==> src/rtl/seq_detect_scheduler.sv <==
// Round-robin scheduler that time-shares one bit-serial overlapping "1011" Mealy
// detector across NCH channels. Optional macro SEQ_SCHED_EARLY_EXIT_EN ends a job at its first match.
module seq_detect_scheduler #(
  parameter int NCH   = 4,
  parameter int W     = 8,
  parameter int CNT_W = 4
) (
  input  logic                     clk,
  input  logic                     reset,
  input  logic [NCH-1:0]           req,
  input  logic [NCH*W-1:0]         data_in,
  output logic [NCH-1:0]           grant,
  output logic                     busy,
  output logic                     det_in,
  output logic                     det_out,
  output logic                     done,
  output logic [$clog2(NCH)-1:0]   done_ch,
  output logic [CNT_W-1:0]         match_cnt
);

  localparam int CHW = $clog2(NCH);
  localparam int BW  = $clog2(W);

  localparam logic [1:0] IDLE   = 2'd0;
  localparam logic [1:0] SHIFT  = 2'd1;
  localparam logic [1:0] REPORT = 2'd2;

  localparam logic [1:0] S0    = 2'd0;
  localparam logic [1:0] S1    = 2'd1;
  localparam logic [1:0] S10   = 2'd2;
  localparam logic [1:0] S101  = 2'd3;

  logic [1:0]              state;
  logic [1:0]              dstate;
  logic [1:0]              dstate_nxt;
  logic [CHW-1:0]          ptr;
  logic [CHW-1:0]          gidx;
  logic [NCH-1:0]          grant_q;
  logic [W-1:0]            sreg;
  logic [BW-1:0]           bcnt;
  logic [CNT_W-1:0]        cnt;
  logic [CNT_W-1:0]        cnt_nxt;
  logic [CHW-1:0]          done_ch_q;
  logic [CNT_W-1:0]        match_cnt_q;
  logic                    sel_vld;
  logic [CHW-1:0]          sel_idx;
  logic                    last_bit;
  logic                    exit_now;
  logic [NCH-1:0][W-1:0]   words;

  for (genvar k = 0; k < NCH; k++) begin : g_unpack
    assign words[k] = data_in[k*W +: W];
  end

  // Scan offsets high to low so the lowest offset from ptr wins.
  always_comb begin
    sel_vld = 1'b0;
    sel_idx = '0;
    for (int i = NCH-1; i >= 0; i--) begin
      if (req[(int'(ptr) + i) % NCH]) begin
        sel_vld = 1'b1;
        sel_idx = CHW'((int'(ptr) + i) % NCH);
      end
    end
  end

  assign det_in  = (state == SHIFT) & sreg[W-1];
  assign det_out = (state == SHIFT) & (dstate == S101) & det_in;

  always_comb begin
    dstate_nxt = S0;
    case (dstate)
      S0:      dstate_nxt = det_in ? S1   : S0;
      S1:      dstate_nxt = det_in ? S1   : S10;
      S10:     dstate_nxt = det_in ? S101 : S0;
      S101:    dstate_nxt = det_in ? S1   : S10;
      default: dstate_nxt = S0;
    endcase
  end

  assign cnt_nxt  = (det_out && cnt != {CNT_W{1'b1}}) ? cnt + 1'b1 : cnt;
  assign last_bit = (bcnt == BW'(W-1));

`ifdef SEQ_SCHED_EARLY_EXIT_EN
  assign exit_now = last_bit | det_out;
`else
  assign exit_now = last_bit;
`endif

  always_ff @(posedge clk or posedge reset) begin
    if (reset) begin
      state       <= IDLE;
      dstate      <= S0;
      ptr         <= '0;
      gidx        <= '0;
      grant_q     <= '0;
      sreg        <= '0;
      bcnt        <= '0;
      cnt         <= '0;
      done_ch_q   <= '0;
      match_cnt_q <= '0;
    end else begin
      case (state)
        IDLE: begin
          if (sel_vld) begin
            grant_q <= NCH'(1) << sel_idx;
            gidx    <= sel_idx;
            sreg    <= words[sel_idx];
            bcnt    <= '0;
            cnt     <= '0;
            dstate  <= S0;
            state   <= SHIFT;
          end
        end
        SHIFT: begin
          sreg   <= sreg << 1;
          bcnt   <= bcnt + 1'b1;
          cnt    <= cnt_nxt;
          dstate <= dstate_nxt;
          if (exit_now) begin
            // Capture the final count including the bit on this edge.
            match_cnt_q <= cnt_nxt;
            done_ch_q   <= gidx;
            state       <= REPORT;
          end
        end
        REPORT: begin
          grant_q <= '0;
          dstate  <= S0;
          ptr     <= (gidx == CHW'(NCH-1)) ? '0 : gidx + 1'b1;
          state   <= IDLE;
        end
        default: state <= IDLE;
      endcase
    end
  end

  assign grant     = grant_q;
  assign busy      = (state == SHIFT) | (state == REPORT);
  assign done      = (state == REPORT);
  assign done_ch   = done_ch_q;
  assign match_cnt = match_cnt_q;

endmodule

==> config.mk <==
export PLATFORM = sky130hd
export DESIGN_NAME = seq_detect_scheduler
export DESIGN_NICKNAME = d
export VERILOG_FILES = /design/src/rtl/seq_detect_scheduler.sv
export SDC_FILE = /design/constraint.sdc
export NUM_CORES = 1
export LEC_CHECK = 0
export BUFFER_PORTS_ARGS = -buffer_cell sky130_fd_sc_hd__buf_4
export CAP_MARGIN = 25
export CORE_MARGIN = 2
export CORE_UTILIZATION = 58
export CTS_BUF_LIST = sky130_fd_sc_hd__clkbuf_4
export DETAILED_ROUTE_END_ITERATION = 12
export GPL_TIMING_DRIVEN = 1
export PLACE_DENSITY = 0.89
export SLEW_MARGIN = 20
export SYNTH_ARGS = -nofsm -noshare
export SYNTH_HDL_FRONTEND = slang
export SYNTH_SLANG_ARGS = --single-unit
==> constraint.sdc <==
create_clock -name clk -period 2.7 [get_ports clk]
set_input_delay 0 -clock clk [delete_from_list [all_inputs] [get_ports clk]]
set_output_delay 0 -clock clk [all_outputs]
set_load 0.005 [all_outputs]
* Word level (Yosys, flattened, before mapping)
Cells that the tools add are included.
** Cells by class
- Muxes and demuxes :: 40
- Eq/ne operators :: 10
- Bitwise operators :: 7
- Add/sub/neg operators :: 6
- Reductions and logical operators :: 16
- Shift operators :: 1
- Magnitude comparators :: 5
** Operators with widths (number)
- $mux 2 :: 10
- $bmux 8 s2 :: 1
- $mux 8 :: 2
- $pmux 4 s2 :: 2
- $pmux 8 s2 :: 1
- $lt 3x4->1 const B :: 3
- $mux 1 :: 12
- $mux 4 :: 3
- $pmux 2 s3 :: 2
- $reduce_and 2->1 :: 6
- $bmux 1 s2 :: 4
- $eq 2x2->1 const B :: 4
- $reduce_or 2->1 :: 4
- $lt 2x3->1 const B :: 2
- $pmux 3 s2 :: 1
- $add 2x1->2 const B :: 2
- $add 2x2->2 const B :: 2
- $add 4x1->4 const B :: 1
- $eq 2x1->1 const B :: 2
- $logic_not 2->1 :: 2
- $ne 2x2->1 const B :: 2
- $ne 4x4->1 const B :: 1
- $pmux 2 s2 :: 1
- $reduce_bool 2->1 :: 2
- 9 further kinds :: 13
** Word-level totals
- Word-level logic and storage cells :: 95
- Input port bits :: 38
- Bits in registers :: 33

* Longest topological paths before layout
Gate-level depths: netlist (run 1).
- Word-level depth :: 14
- Gate-level depth with buffers :: 9
- Gate-level depth less buffers :: 8

* Worst setup path before layout (run 1)
No wires, ideal clock.
- Path type :: reg-to-reg
- From :: register state[0]
- To :: register sreg[1]
- Library setup time :: 0.132 ns
- Stages on the path, launching flop included :: 9
- Data arrival time :: 1.739 ns
- Setup slack :: 0.829 ns
- Data required time :: 2.568 ns
- Cell sequence :: dfrtp_1 > inv_1 > ha_1 > buf_2 > inv_1 > or3_2 > buf_1 > a221oi_1 > a21oi_1
** Between the ends
- Longest elaborated chain between the ends :: 3
** Ends and longest elaborated chain
- start: declaration :: line 33 : logic [1:0] state;
- start signal: assignment :: line 92 : state <= IDLE;
- start signal: assignment :: line 112 : state <= SHIFT;
- start signal: assignment :: line 124 : state <= REPORT;
- $eq 2x1->1 or $logic_not 2->1 (tied branches) :: line 103 : case (state)
- $reduce_bool 2->1 (no line) or $ne 2x2->1 (tied branches)
- $reduce_and 2->1 (no line)
- end signal: assignment :: line 108 : sreg <= words[sel_idx];
- end signal: assignment :: line 116 : sreg <= sreg << 1;
- end: declaration :: line 39 : logic [W-1:0] sreg;
Parallel ways exist; a longest one is shown, timed or not.
A chain may end at the register's enable or synchronous reset.

* Final worst setup path (run 1)
- From :: register state[1]
- To :: register sreg[2]
The elaborated chain is that of the path after synthesis.

==> results.cfg, run 1 <==
[die]
die_h_um = 61.92
core_area_um2 = 3284
die_w_um = 61.92
die-area_um2 = 3834
start_util_pct = 59.24
core.rowCount = 21
ios = 52

[yosys]
synth-edff-count = 0
synth-async-reset-ratio_pct = 100.0
synth_top_cell_area_share_pct = 42.44
syn_inst = 199
syn_nets = 244
yosysWarnings = 0
synth_seq_cells = 33
ys.flop_type = dfrtp_1
synth_area_um2 = 1946
yosysSeqAreaShare_pct = 42.44
yosys-top-cells-area = dfrtp_1, mux2_2, o21ai_0, nand2_1, ha_1
yosys.cell_types.count = 46
avgSynthCellArea_um2 = 9.777
yosys.area.top_type = dfrtp_1

[routing]
dr.pass1.iters = 5
wl_per_cell_um = 14.77
drc_errors = 0
num_vias = 1742
ant_nets = 0
postRouteWirelength_um = 4579
vias_per_cell = 5.619
drt_iter0_markers = 81

[worst_setup_path]
critical_path_class = reg -> reg
critical-path-max-stage-delay_ns = 0.61
worstPathArrival_ns = 2.73
r2r_end = sreg[2]$_DFFE_PP0P_
cp-start-kind = flip-flop
endpoint_kind = flip-flop
reg2reg_slack_ns = 0.20
critPathMaxFanout = 11
slowest_stage = dlygate4sd3_1
worstPathRequired_ns = 2.93
cp_cell_sequence = inv_1 -> ha_2 -> inv_1 -> or3_2 -> a221oi_1 -> dlygate4sd3_1 -> a21oi_1
rr_worst_depth = 7
timing.rr.start = state[1]$_DFFE_PP0P_
crit_path_frequent_cell = inv_1

[cts]
cts_tree = yes
cts_buffer_depth = 2
clkLatencyLatePin_ns = 0.34
cts_root_buffer = clkbuf_4
h-tree-depth = 2
cts_made_buffers = 5
post-cts-setup-buffers = 0
clock-sinks = 33
clkTransAtPathRegs_ns = 0.10

[hold_path]
hold_path.class = in -> reg
min_from = data_in[27]
hold_end = sreg[3]$_DFFE_PP0P_
min_path_cells = 4

[timing]
tightest_slew_ns = 0.6599
fmax_mhz = 399.7
rsz0062_at_grt = false
skew_ns = 0.01073
setup_viol = 0
fin_crit_sh_pct = 92.67
finalSetupTns_ns = 0
min_period_ns = 2.502
hold_violations = 0
maxSlewViolCount = 0
slew_headroom_pct = 55.54
fin_ws_ns = 0.1979

[power]
clkPwrFrac_pct = 12.0
power_switching_mw = 0.8322
ir_drop_mv = 0.5414
power.total_mw = 2.140
p_sw_share_pct = 38.89
p_leak_nw = 1.200
seqPwrFrac_pct = 37.3
p_comb_share_pct = 50.7
p_per_area_nw_per_um2 = 841.7
intPower_mw = 1.308

[place]
place_area_um2 = 2340
place.gp.congestion = 0.8133
dp_hpwl_um = 3124
pre_cts_slack_ns = 0.6144
numPortBuffers = 51

[final_layout]
final_cell_area_um2 = 2542
num_antenna_cells = 0
drive_above_1_share_pct = 30.68
nFillCells = 238
nets = 308
synthToLayoutAreaGrowth_pct = 30.68

[grt]
overflow = 0
grt_pass1_wl_um = 7389
grt_max_degree = 34
first_global_vias = 1637
antenna_found_initial = 0
grt_use_total_pct = 26.77

[run]
drv_cap = 0

[run_status]
outcome = completed
cell usage in the layout, fill, tap and decap left out, types with 6 or more instances in the layout:
master / synthesis / final
mux2_2: 14 / 14
mux2i_1: 6 / 6
o21ai_0: 22 / 22
nand3b_1: 7 / 7
a21oi_1: 14 / 14
nand2_1: 27 / 27
inv_1: 6 / 6
dfrtp_1: 33 / 33
nor2_1: 7 / 7
a221oi_1: 7 / 7
dlygate4sd3_1: 0 / 15
ha_1: 7 / 6
buf_4: 2 / 53
critical path: cells and delay by family, from the launching register on:
kind | cells | cell delay (ns)
AO/OA/AOI/OAI | 2 | 0.31
adder cells (fa/ha/maj) | 1 | 0.29
buffers and inverters | 3 | 0.82
AND/OR/NAND/NOR | 1 | 0.57
flip-flops | 1 | 0.41
kinds of logic after synthesis:
kind of cell	Yosys count	synth area share, %
AOI/OAI and AO/OA	66	22.45
xor gates and xnor gates	1	0.4502
adders and majority gates	7	4.501
buffers and inverters	17	4.309
DFF	33	42.44
muxes	20	11.19
and+or+nand+nor	55	14.66
metal layers:
metal | share of wire, % | vias up | GRT usage (%)
li1 | - | 861 | -
met1 | 41 | 810 | 33.25
met2 | 51 | 63 | 45.11
met3 | 5.3 | 8 | 5.176
met4 | 1.8 | 0 | 12.16
met5 | 0 | - | 0
Yosys cell counts, drive strengths merged (2+ instances only):
| library cell | number |
|---|---|
| a21oi | 15 |
| a221oi | 7 |
| a22o | 4 |
| a32o | 2 |
| and2 | 2 |
| and3 | 2 |
| buf | 9 |
| clkbuf | 2 |
| dfrtp | 33 |
| ha | 7 |
| inv | 6 |
| mux2 | 14 |
| mux2i | 6 |
| nand2 | 27 |
| nand2b | 2 |
| nand3b | 7 |
| nor2 | 8 |
| o21ai | 24 |
| o22ai | 2 |
flip-flops by register name, indices dropped and copies added (netlist names):
register / count
state: 2
gidx: 2
bcnt: 3
match_cnt: 4
sreg: 8
grant: 4
ptr: 2
cnt: 4
dstate: 2
done_ch: 2
worst max path at each step:
stage / slack, ns / endpoint / start
floorplan: 0.83 / sreg[1]$_DFFE_PP0P_ / state[0]$_DFFE_PP0P_
global placement: 0.69 / sreg[7]$_DFFE_PP0P_ / state[0]$_DFFE_PP0P_
detailed placement: 0.61 / sreg[7]$_DFFE_PP0P_ / state[1]$_DFFE_PP0P_
CTS: 0.11 / sreg[2]$_DFFE_PP0P_ / state[1]$_DFFE_PP0P_
global route: 0.04 / sreg[6]$_DFFE_PP0P_ / state[1]$_DFFE_PP0P_
finish: 0.20 / sreg[2]$_DFFE_PP0P_ / state[1]$_DFFE_PP0P_
stage by stage:
stage / util (%) / std cells / hold slack (ns)
after floorplan: - / 199 / 0.1289
after detailed placement: 71.24 / 287 / 0.1305
after global routing: 77.41 / 310 / 0.1021
after CTS: 77.33 / 310 / 0.07360
after global placement: 71.24 / 287 / 0.1111
final: 77.41 / 310 / 0.08940
timing repair:
item | CTS | global route
hold endpoints to repair | 40 | 0
endpoints found under the setup margin | 0 | 7
hold buffers | 15 | 0
gates resized for setup | 0 | 1
power groups by stage:
stage | clock, mW | sequential, mW | combinational [mW]
6_report | 0.257 | 0.799 | 1.08
5_1_grt | 0.274 | 0.820 | 1.22
4_1_cts | 0.257 | 0.793 | 1.07
3_5_place_dp | 0 | 0.802 | 0.999
3_3_place_gp | 0 | 0.794 | 0.954
2_1_floorplan | 0 | 0.760 | 0.732
cell type report:
| class | instances | area (um2) | area share, % |
|---|---|---|---|
| Clock inverter | 3 | 12.51 | 0.4921 |
| Timing Repair Buffer | 68 | 548.0 | 21.56 |
| Tap cell | 46 | 57.56 | 2.264 |
| Clock buffer | 5 | 37.54 | 1.476 |
| Sequential cell | 33 | 825.8 | 32.48 |
| Multi-Input combinational cell | 149 | 1039 | 40.85 |
| Inverter | 6 | 22.52 | 0.8858 |
Power figures use the tool's default switching activity.
==> run 2: changes to the inputs <==
--- a/config.mk
+++ b/config.mk
@@ -7,12 +7,13 @@
 export LEC_CHECK = 0
 export BUFFER_PORTS_ARGS = -buffer_cell sky130_fd_sc_hd__buf_4
 export CAP_MARGIN = 25
-export CORE_MARGIN = 2
 export CORE_UTILIZATION = 58
 export CTS_BUF_LIST = sky130_fd_sc_hd__clkbuf_4
 export DETAILED_ROUTE_END_ITERATION = 12
 export GPL_TIMING_DRIVEN = 1
+export MAX_ROUTING_LAYER = met4
 export PLACE_DENSITY = 0.89
+export RECOVER_POWER = 50
 export SLEW_MARGIN = 20
 export SYNTH_ARGS = -nofsm -noshare
 export SYNTH_HDL_FRONTEND = slang
==> run 2 against run 1 <==
Against the previous run:
- die area is 6.4% lower
- sequential share of layout area fell by 0.080 points
- critical path depth is the same
- worst setup slack lost 0.026 ns
==> results.cfg, run 2 (same netlist as run 1, synthesis figures left out) <==
[final_layout]
largest_reg_flops = 8
layout_common_cells = buf_4, dfrtp_1, nand2_1
regMostFlops = sreg
synthToLayoutAreaGrowth_pct = 31.00
layout.cells.non_filler = 308
num_antenna_cells = 0
final_cell_area_um2 = 2549
final_common_cell = buf_4
drive_above_1_share_pct = 31.06
nets = 308

[timing]
slew_headroom_pct = 43.35
tightest_slew_ns = 0.8498
skew_ns = 0.006614
setup_viol = 0
min_period_ns = 2.528
finalSetupTns_ns = 0
hold_ws_ns = 0.07761
rsz0062_at_grt = false
fin_crit_sh_pct = 93.62
maxSlewViolCount = 0
fmax_mhz = 395.6
hold_violations = 0

[routing]
drt_iter0_markers = 93
wl_per_cell_um = 15.75
num_vias = 1779
ant_nets = 0
dr.pass1.iters = 4
postRouteWirelength_um = 4851
vias_per_cell = 5.776
drc_errors = 0

[worst_setup_path]
critPathMaxFanout = 11
slowest_stage = dlygate4sd3_1
critical_path_class = reg -> reg
worstPathRequired_ns = 2.92
cp_cell_sequence = inv_1 -> ha_2 -> inv_1 -> or3_2 -> a221oi_1 -> dlygate4sd3_1 -> a21oi_1
crit_path_frequent_cell = inv_1
critical-path-max-stage-delay_ns = 0.59
cp-start-kind = flip-flop
worstPathArrival_ns = 2.75
endpoint_kind = flip-flop

[place]
dp_hpwl_um = 3151
place_area_um2 = 2337
place.gp.congestion = 0.8536
numPortBuffers = 51
place_inst = 285

[die]
start_util_pct = 62.20
die-area_um2 = 3590
ios = 52
core_area_um2 = 3128
die_h_um = 59.92
die_w_um = 59.92
core.rowCount = 20

[hold_path]
hold_path.class = in -> reg

[grt]
antenna_found_initial = 0
first_global_vias = 1768
overflow = 0
grt_pass1_wl_um = 7803
grt_use_total_pct = 31.39
grt_max_degree = 22

[cts]
cts_root_buffer = clkbuf_4
cts_made_buffers = 5
clkTransAtPathRegs_ns = 0.09
cts_tree = yes
h-tree-depth = 2
cts_buffer_depth = 2
clock-sinks = 33
clkLatencyLatePin_ns = 0.34

[run]
drv_cap = 0

[power]
p_per_area_nw_per_um2 = 853.7
ir_drop_mv = 0.5535
p_leak_nw = 1.197

[run_status]
outcome = completed
[run 2: worst paths after layout]
path / start / endpoint / slack, ns / depth (start not counted)
setup / recovery: state[0]$_DFFE_PP0P_ / sreg[4]$_DFFE_PP0P_ / 0.17 / 7
hold / removal: data_in[27] / sreg[3]$_DFFE_PP0P_ / 0.08 / 4
setup reg to reg: state[0]$_DFFE_PP0P_ / sreg[4]$_DFFE_PP0P_ / 0.17 / 7
hold reg to reg: match_cnt[0]$_DFFE_PP0P_ / match_cnt[0]$_DFFE_PP0P_ / 0.49 / 2
max in group asynchronous: reset / sreg[2]$_DFFE_PP0P_ / 1.25 / 4
min in group asynchronous: reset / match_cnt[1]$_DFFE_PP0P_ / 0.28 / 3
[run 2: power breakdown]
group          switching [mW]  internal [mW]
clock network           0.155          0.134
logic                   0.553          0.538
registers               0.128          0.668
total                   0.836           1.34
[run 2: critical path: cells and delay by family, from the launching register on]
family                     cells  cell delay (ns)
AOI/OAI and AO/OA              2             0.33
and+or+nand+nor                1             0.58
buffers and inverters          3             0.81
adders and majority gates      1             0.30
DFF                            1             0.39
[run 2: cell type report]
cell class                 count  area (um2)
timing repair buffer          68       540.5
clock buffer                   8       60.06
fill                         210       579.3
inverter                       6       22.52
multi-input combinational    149        1045
sequential                    33       825.8
tap                           44       55.05
[run 2: what timing repair did]
item | 4_1_cts | 5_1_grt
hold buffers | 15 | 0
hold endpoints to repair | 23 | 0
gates resized for setup | 0 | 2
setup endpoints to repair | 0 | 7
buffers inserted | 0 | 0
[run 2: per-layer routing]
layer	vias to the layer above	track usage, %	part of all wire (%)	wire [um]
met4	0	10.96	2.6	127
met1	835	34.08	40	1954
met3	17	8.658	4.8	231
met5	-	-	0	0
met2	68	54.76	52	2538
li1	859	-	-	-
[run 2: through the flow]
stage               utilization (%)  setup WS, ns  power (mW)
finish                        81.48        0.1723       2.176
global route                  81.48       0.01829       2.348
CTS                           81.44        0.1155       2.151
detailed placement            74.72        0.6139       1.796
global placement              74.72        0.6745       1.752
floorplan                         -        0.8295       1.492
